**src/rtl/spmv_pair_feeder.sv**
```systemverilog
// Producer for a dual-lane SpMV processing element: packs column-ordered
// nonzeros two per beat, drops zero entries, pads odd columns, counts overlaps.
module spmv_pair_feeder #(
    parameter int NUM_COLS = 64,
    parameter int CNT_W    = 16
) (
    input  logic             clk,
    input  logic             reset_n,
    input  logic             start,
    input  logic             vec_valid,
    output logic             vec_ready,
    input  logic [31:0]      vec_data,
    input  logic             in_valid,
    output logic             in_ready,
    input  logic [31:0]      in_val,
    input  logic [11:0]      in_row,
    input  logic             in_last,
    output logic             out_valid,
    input  logic             out_ready,
    output logic [31:0]      val1,
    output logic [31:0]      val2,
    output logic [11:0]      rowIdx1,
    output logic [11:0]      rowIdx2,
    output logic             tag1,
    output logic             tag2,
    output logic [31:0]      vec,
    input  logic             overlap,
    output logic [CNT_W-1:0] ovl_cnt,
    output logic             busy,
    output logic             done
);

    localparam int COL_W = (NUM_COLS > 1) ? $clog2(NUM_COLS) : 1;
    localparam logic [COL_W-1:0] LAST_COL = COL_W'(NUM_COLS - 1);

    typedef enum logic [2:0] {
        S_IDLE,
        S_VEC,
        S_A,
        S_B,
        S_EMIT
    } state_t;

    state_t           state;
    logic [COL_W-1:0] col_cnt;
    logic             col_end;

    logic vec_fire;
    logic in_fire;
    logic out_fire;
    logic in_zero;
    logic last_col;

    assign vec_fire = vec_valid & vec_ready;
    assign in_fire  = in_valid & in_ready;
    assign out_fire = out_valid & out_ready;
    // Bitwise compare, so -0.0 (0x80000000) counts as a real nonzero.
    assign in_zero  = (in_val == 32'd0);
    assign last_col = (col_cnt == LAST_COL);

    // Lane tags identify the lanes, not the data; they never change.
    assign tag1 = 1'b0;
    assign tag2 = 1'b1;

    always_ff @(posedge clk or negedge reset_n) begin
        if (!reset_n) begin
            state     <= S_IDLE;
            col_cnt   <= '0;
            col_end   <= 1'b0;
            vec_ready <= 1'b0;
            in_ready  <= 1'b0;
            out_valid <= 1'b0;
            busy      <= 1'b0;
            done      <= 1'b0;
            val1      <= '0;
            val2      <= '0;
            rowIdx1   <= '0;
            rowIdx2   <= '0;
            vec       <= '0;
        end else begin
            done <= 1'b0;
            case (state)
                S_IDLE: begin
                    if (start) begin
                        col_cnt   <= '0;
                        vec_ready <= 1'b1;
                        busy      <= 1'b1;
                        state     <= S_VEC;
                    end
                end

                S_VEC: begin
                    if (vec_fire) begin
                        vec       <= vec_data;
                        vec_ready <= 1'b0;
                        in_ready  <= 1'b1;
                        state     <= S_A;
                    end
                end

                S_A: begin
                    if (in_fire) begin
                        if (!in_zero) begin
                            val1    <= in_val;
                            rowIdx1 <= in_row;
                            if (in_last) begin
                                val2      <= '0;
                                rowIdx2   <= '0;
                                col_end   <= 1'b1;
                                in_ready  <= 1'b0;
                                out_valid <= 1'b1;
                                state     <= S_EMIT;
                            end else begin
                                state <= S_B;
                            end
                        end else if (in_last) begin
                            // Column held only zeros: nothing to emit, move on.
                            in_ready <= 1'b0;
                            if (last_col) begin
                                done    <= 1'b1;
                                col_cnt <= '0;
                                busy    <= 1'b0;
                                state   <= S_IDLE;
                            end else begin
                                col_cnt   <= col_cnt + COL_W'(1);
                                vec_ready <= 1'b1;
                                state     <= S_VEC;
                            end
                        end
                    end
                end

                S_B: begin
                    if (in_fire && (!in_zero || in_last)) begin
                        val2      <= in_zero ? 32'd0 : in_val;
                        rowIdx2   <= in_zero ? 12'd0 : in_row;
                        col_end   <= in_last;
                        in_ready  <= 1'b0;
                        out_valid <= 1'b1;
                        state     <= S_EMIT;
                    end
                end

                S_EMIT: begin
                    if (out_fire) begin
                        out_valid <= 1'b0;
                        if (!col_end) begin
                            in_ready <= 1'b1;
                            state    <= S_A;
                        end else if (last_col) begin
                            done    <= 1'b1;
                            col_cnt <= '0;
                            busy    <= 1'b0;
                            state   <= S_IDLE;
                        end else begin
                            col_cnt   <= col_cnt + COL_W'(1);
                            vec_ready <= 1'b1;
                            state     <= S_VEC;
                        end
                    end
                end

                default: begin
                    vec_ready <= 1'b0;
                    in_ready  <= 1'b0;
                    out_valid <= 1'b0;
                    busy      <= 1'b0;
                    state     <= S_IDLE;
                end
            endcase
        end
    end

    // Overlap count survives IDLE so it can be read after done; start clears it.
    always_ff @(posedge clk or negedge reset_n) begin
        if (!reset_n) begin
            ovl_cnt <= '0;
        end else if (state == S_IDLE && start) begin
            ovl_cnt <= '0;
        end else if (overlap && busy && (ovl_cnt != {CNT_W{1'b1}})) begin
            ovl_cnt <= ovl_cnt + CNT_W'(1);
        end
    end

endmodule

```
**config.mk**
```make
export PLATFORM = sky130hd
export DESIGN_NAME = spmv_pair_feeder
export DESIGN_NICKNAME = d
export VERILOG_FILES = /design/src/rtl/spmv_pair_feeder.sv
export SDC_FILE = /design/constraint.sdc
export NUM_CORES = 1
export LEC_CHECK = 0
export BUFFER_PORTS_ARGS = -buffer_cell sky130_fd_sc_hd__clkbuf_2
export CORE_MARGIN = 10
export CORE_UTILIZATION = 51
export CTS_BUF_LIST = sky130_fd_sc_hd__clkbuf_8
export CTS_CLUSTER_DIAMETER = 30
export DETAILED_ROUTE_END_ITERATION = 6
export PLACE_DENSITY = 0.93
export SYNTH_ARGS = -nofsm -noshare
export SYNTH_HDL_FRONTEND = slang
export SYNTH_SLANG_ARGS = --single-unit
```
**constraint.sdc**
```tcl
create_clock -name clk -period 3 [get_ports clk]
set_clock_uncertainty 0.05 [all_clocks]
set_input_delay 0.15 -clock clk [delete_from_list [all_inputs] [get_ports clk]]
set_output_delay 0.15 -clock clk [all_outputs]
set_load 0.01 [all_outputs]
```
; ---- Yosys cells after proc, flatten, opt, wreduce, memory -nomap -nowiden
; Cells that the tools add are included.
[totals]
regBits = 151
inputBits = 84
out_inout_bits = 143
word_cells = 134
[classes]
addsub = 2
eq_ne = 17
muxes = 71
bitwise = 8
n_reduce_logical = 22
[op_table]
columns = op, n
row1 = 2-to-1 mux 32 bit, 5
row2 = one-hot mux 32 bit (2 select lines), 1
row3 = 2-to-1 mux 12 bit, 5
row4 = 2-to-1 mux 6 bit, 7
row5 = 2-to-1 mux 1 bit, 33
row6 = zero test 32 bit, 1
row7 = 2-to-1 mux 16 bit, 2
row8 = 2-to-1 mux 3 bit, 9
row9 = one-hot mux 12 bit (2 select lines), 1
row10 = AND reduction 7 bit, 3
row11 = inequality test 2 bit (second input constant), 10
row12 = one-hot mux 6 bit (3 select lines), 1
row13 = adder 16 x 1 -> 16 bit (second input constant), 1
row14 = inequality test 16 bit (second input constant), 1
row15 = one-hot mux 3 bit (5 select lines), 1
row16 = AND reduction 6 bit, 2
row17 = one-hot mux 1 bit (5 select lines), 2
row18 = one-hot mux 1 bit (4 select lines), 2
row19 = AND reduction 8 bit, 1
row20 = adder 6 x 1 -> 6 bit (second input constant), 1
row21 = equality test 3 x 2 -> 1 bit (second input constant), 2
row22 = equality test 6 bit (second input constant), 1
row23 = inverter 1 bit, 5
row24 = AND reduction 5 bit, 1
row25 = 14 further kinds, 22

; ---- Depth between registers and ports, before layout
[logic_depth]
word_depth = 6
ltp_mapped = 8
ltp_nobuf = 7

; ---- Worst setup path after synthesis
; OpenSTA, ideal clock, no wires.
[synth_path]
kind = flip-flop to flip-flop
startpoint = register state[0]
endpoint = register vec[10]
setup_ps = 125
t_arrival_ps = 2038
setup_slack_ps = 787
stages_incl_launch_ff = 8
path_buffers = 2
synth_period_minus_slack_ps = 2213
path_cell_list = dfrtp_1 > clkbuf_1 > nor2_1 > a21oi_1 > o211ai_1 > nor3_1 > buf_2 > mux2_2
[synth_via]
elab_chain_cells = 2
[synth_lines]
columns = item, line_no
row1 = start: declaration, 44  ; state_t state;
row2 = start signal: assignment, 67  ; state <= S_IDLE;
row3 = start signal: assignment, 88  ; state <= S_VEC;
row4 = start signal: assignment, 97  ; state <= S_A;
row5 = equality test 3 x 1 -> 1 bit, 82  ; case (state)
row6 = AND reduction 2 bit (no source line), --
row7 = end signal: assignment, 94  ; vec <= vec_data;
row8 = end: declaration, 26  ; output logic [31:0] vec,
; Every way passes these cells.
; A chain may end at the register's enable or synchronous reset.

; ---- Worst setup path in the final report
[layout_path]
startpoint = input port in_val[24]
endpoint = register val2[21]
[layout_via]
elab_chain_cells = 6
[layout_lines]
columns = item, line_no
row1 = start: declaration, 15  ; input logic [31:0] in_val,
row2 = zero test 32 bit (*), 58  ; assign in_zero = (in_val == 32'd0);
row3 = zero test 1 bit, 134  ; if (in_fire && (!in_zero || in_last)) begin
row4 = logical OR 1 bit, 134
row5 = logical AND 1 bit, 134
row6 = inequality test 2 bit (no source line), --
row7 = AND reduction 5 bit (no source line), --
row8 = end signal: assignment, 135  ; val2 <= in_zero ? 32'd0 : in_val;
row9 = end: declaration, 21  ; output logic [31:0] val2,
; Every way passes the cells marked *; elsewhere a longest branch is shown, timed or not. The select of a mux whose other input is x is not followed.

==> impl_results.md <==
- Synthesis-stage register bit count: 151
- Leakage Power: 4.29 nW
- Fillers: 758
- H-tree Lvls: 4
- Final setup viols: 0
- Seq pwr share: 0.434
- Detailed placement HPWL: 13,200 µm
- Pin count of the biggest net entering global routing: 69
- Core area: 0.0120 mm²
- Register area: 0.00378 mm²
- Clock Path Buffers: 2
- Worst path slowest cell: or4_1
- Crit end category: flip-flop
- Pint: 5.23 mW
- Min Hold Slack: 0.0210 ns
- Worst Tran Pin Value: 0.893 ns
- Number of buffers added for setup after CTS: 0
- Post-synthesis sequential area ratio: 0.606
- Switch share: 0.375
- Bufs and invs on worst path: 3
- DR vias: 5,415
- Max-cap viol count: 0
- Clock transition at path regs: 0.09 ns
- # DRC: 0
- Clk sinks: 151
- Final Hold Vio Count: 0
- IR Drop Worst-Case VDD: 0.000652 V
- TritonCTS Buffers: 17
- Tmin final: 2.88 ns
- Top_reg_cell synth: dfrtp_1
- Logic pwr share: 0.375
- Die width: 131 µm
- Slew Viols, Final: 0
- Largest stage delay, worst path: 0.79 ns
- # rows: 40
- DR pass1 iterations: 6
- TritonCTS clock tree: done
- Outcome: finished clean
- Antenna Nets Post-Route: 0
- Achievable Freq: 347 MHz
- Multi-input combinational cell area: 0.00232 mm²
- First-pass GRT wire length: 32,800 µm
- CP max FO: 39
- Worst-Skew Late Latency: 0.45 ns
- Synth warn: 0
- Crit-path cells: dlygate4sd3_1 -> clkbuf_2 -> nor4_1 -> nand2_1 -> or4_1 -> maj3_2 -> nand2_2 -> buf_12 -> a22o_1
- Syn_area_per_cell: 12.9 µm²
- Root Buffer: clkbuf_8
- Async SR Flop Fraction: 1.00
- Initial Utilization: 0.519
- Layout area overhead: 39.5%
- Routed len/inst: 22.1 µm
- Ports: 227
- Initial antenna violation count: 1
- Clock group share of total power: 0.191
- Cell family with most CP delay: simple AND/OR/NAND/NOR gates
- Post-CTS sizing: 0
- Via density: 5.70
- Area leader, netlist: dfrtp_1
- HP Class: input port to flip-flop
- Synth cell types: 51
- Layout cells sized above 1: 0.436
- Crit path arrival time: 3.22 ns
- Port bufs: 224
- GRT overflow: 0
- GPL Wtd Cong: 0.891
- Post-Synthesis Net Count: 570
- Drt total wl: 21,000 µm
- Final net count: 875
- Vias in the first global route: 5,916
- Total Die Area: 0.0171 mm²
- EDFF count, synth: 0
- RSZ-0062 raised after global routing: false
- GRT Overall Usage: 0.250
- Worst setup SP type: input port
- CP Data Required Time: 3.34 ns
- Die Span Y: 131 µm
- Power density cells: 961 mW/mm²
- Iter 0 DRT Violations: 274
- Post-Syn Area: 0.00624 mm²
- Cell count after synthesis: 484
- Synth area leaders: dfrtp_1 61%, mux2_2 14%, a22o_1 6.0%
- Period utilisation layout: 0.961
- Crit path kind: input port to flip-flop
- TNS Setup: 0 ns
- Psw: 3.13 mW
- Yosys top cell area share: 0.606
- Slew headroom: 0.405
## layer usage
metal	routed length, µm	global-route usage
met1	7510	0.273
met2	10300	0.411
met3	2250	0.0963
met4	936	0.136
met5	0	0
## state kept, by name (all words and copies together), names as in the netlist
name       count
busy           1
col_cnt        6
col_end        1
done           1
in_ready       1
out_valid      1
ovl_cnt       16
rowIdx1       12
rowIdx2       12
state          3
val1          32
val2          32
vec           32
vec_ready      1
## worst reg2reg max path, cell delays in order (launching register included)
cell,delay [ns]
dfrtp_1,0.63
nand2_1,0.25
nor2_1,0.28
and3_2,0.82
nor2b_1,0.13
o22a_1,0.23
## synthesized netlist by cell type (all sizes together), types with 3 or more instances
| cell type | n |
|---|---|
| nor2 | 30 |
| clkbuf | 11 |
| o22a | 3 |
| nand3 | 10 |
| nor2b | 4 |
| mux2 | 76 |
| xnor2 | 3 |
| buf | 13 |
| nand4 | 7 |
| a21oi | 14 |
| o21ai | 10 |
| nand2b | 3 |
| nand2 | 30 |
| o21a | 3 |
| xor2 | 11 |
| a22o | 44 |
| inv | 5 |
| nor4 | 12 |
| or3 | 3 |
| nor3 | 6 |
| dfrtp | 151 |
| and3 | 5 |
## cell type report
cell class                      instances  area share
Tap cell                              147      0.0211
Clock inverter                         13      0.0165
Clock buffer                           19      0.0300
Sequential cell                       151       0.434
Inverter                                5     0.00216
Timing Repair Buffer                  310       0.229
Antenna cell                            1    0.000288
Multi-Input combinational cell        304       0.267
## power by group through the flow
stage	registers [mW]	logic [mW]	clock network, mW
final	3.63	3.14	1.60
after global routing	3.72	3.37	1.71
after CTS	3.55	3.07	1.61
after detailed placement	3.56	2.99	0
after global placement	3.49	2.86	0
after floorplan	3.84	1.22	0
## logic make-up after synthesis
logic type               synth area share
buffers and inverters              0.0243
AND/OR/NAND/NOR                    0.0969
multiplexers                        0.140
AO/OA/AOI/OAI                       0.106
flip-flops                          0.606
adder cells (fa/ha/maj)           0.00582
other                             0.00120
XOR/XNOR                           0.0197
## per-stage QoR
| step | power (mW) | utilization | instance area, µm² | worst slack (ns) | std cells |
|---|---|---|---|---|---|
| global route | 8.80 | 0.725 | 8700 | 0.0847 | 950 |
| CTS | 8.23 | 0.724 | 8700 | 0.213 | 949 |
| finish | 8.36 | 0.725 | 8700 | 0.118 | 950 |
| global placement | 6.35 | 0.626 | 7510 | 0.395 | 839 |
| detailed placement | 6.55 | 0.626 | 7510 | 0.307 | 839 |
| floorplan | 5.06 | - | 6240 | 0.787 | 484 |
## final timing paths
check	startpoint	slack [ns]	cells past startpoint	to
min in group asynchronous	reset_n	0.18	2	val1[21]$_DFFE_PN0P_
worst min register to register	vec[28]$_DFFE_PN0P_	0.46	1	vec[28]$_DFFE_PN0P_
worst max register to register	state[1]$_DFFE_PN0P_	0.52	5	col_end$_DFFE_PN0P_
max in group asynchronous	reset_n	1.96	3	col_cnt[5]$_DFFE_PN0P_
worst max-delay path	in_val[24]	0.12	9	val2[21]$_DFFE_PN0P_
worst min-delay path	in_last	0.02	2	col_end$_DFFE_PN0P_
## placed cells by master (no fill, tap or decap), types with 3 or more instances in the layout
cell             n
xnor2_1          3
nor4_1          12
clkinv_4         3
nor2b_1          3
dlygate4sd3_1   78
clkbuf_8        19
o21ai_0         10
xor2_1          11
and3_1           4
nand2_1         29
nand3_1         10
nor2_1          29
a21oi_1         14
mux2_2          76
a22o_1          43
clkbuf_2       223
nand2b_1         3
nand4_1          7
nor3_1           5
buf_4            6
inv_1            6
o21a_1           3
dfrtp_1        151
## repair_timing
action	CTS	global route
hold buffers	78	0
setup endpoints to repair	0	0
hold endpoints to repair	176	0
(Power assumes the default switching activity.)
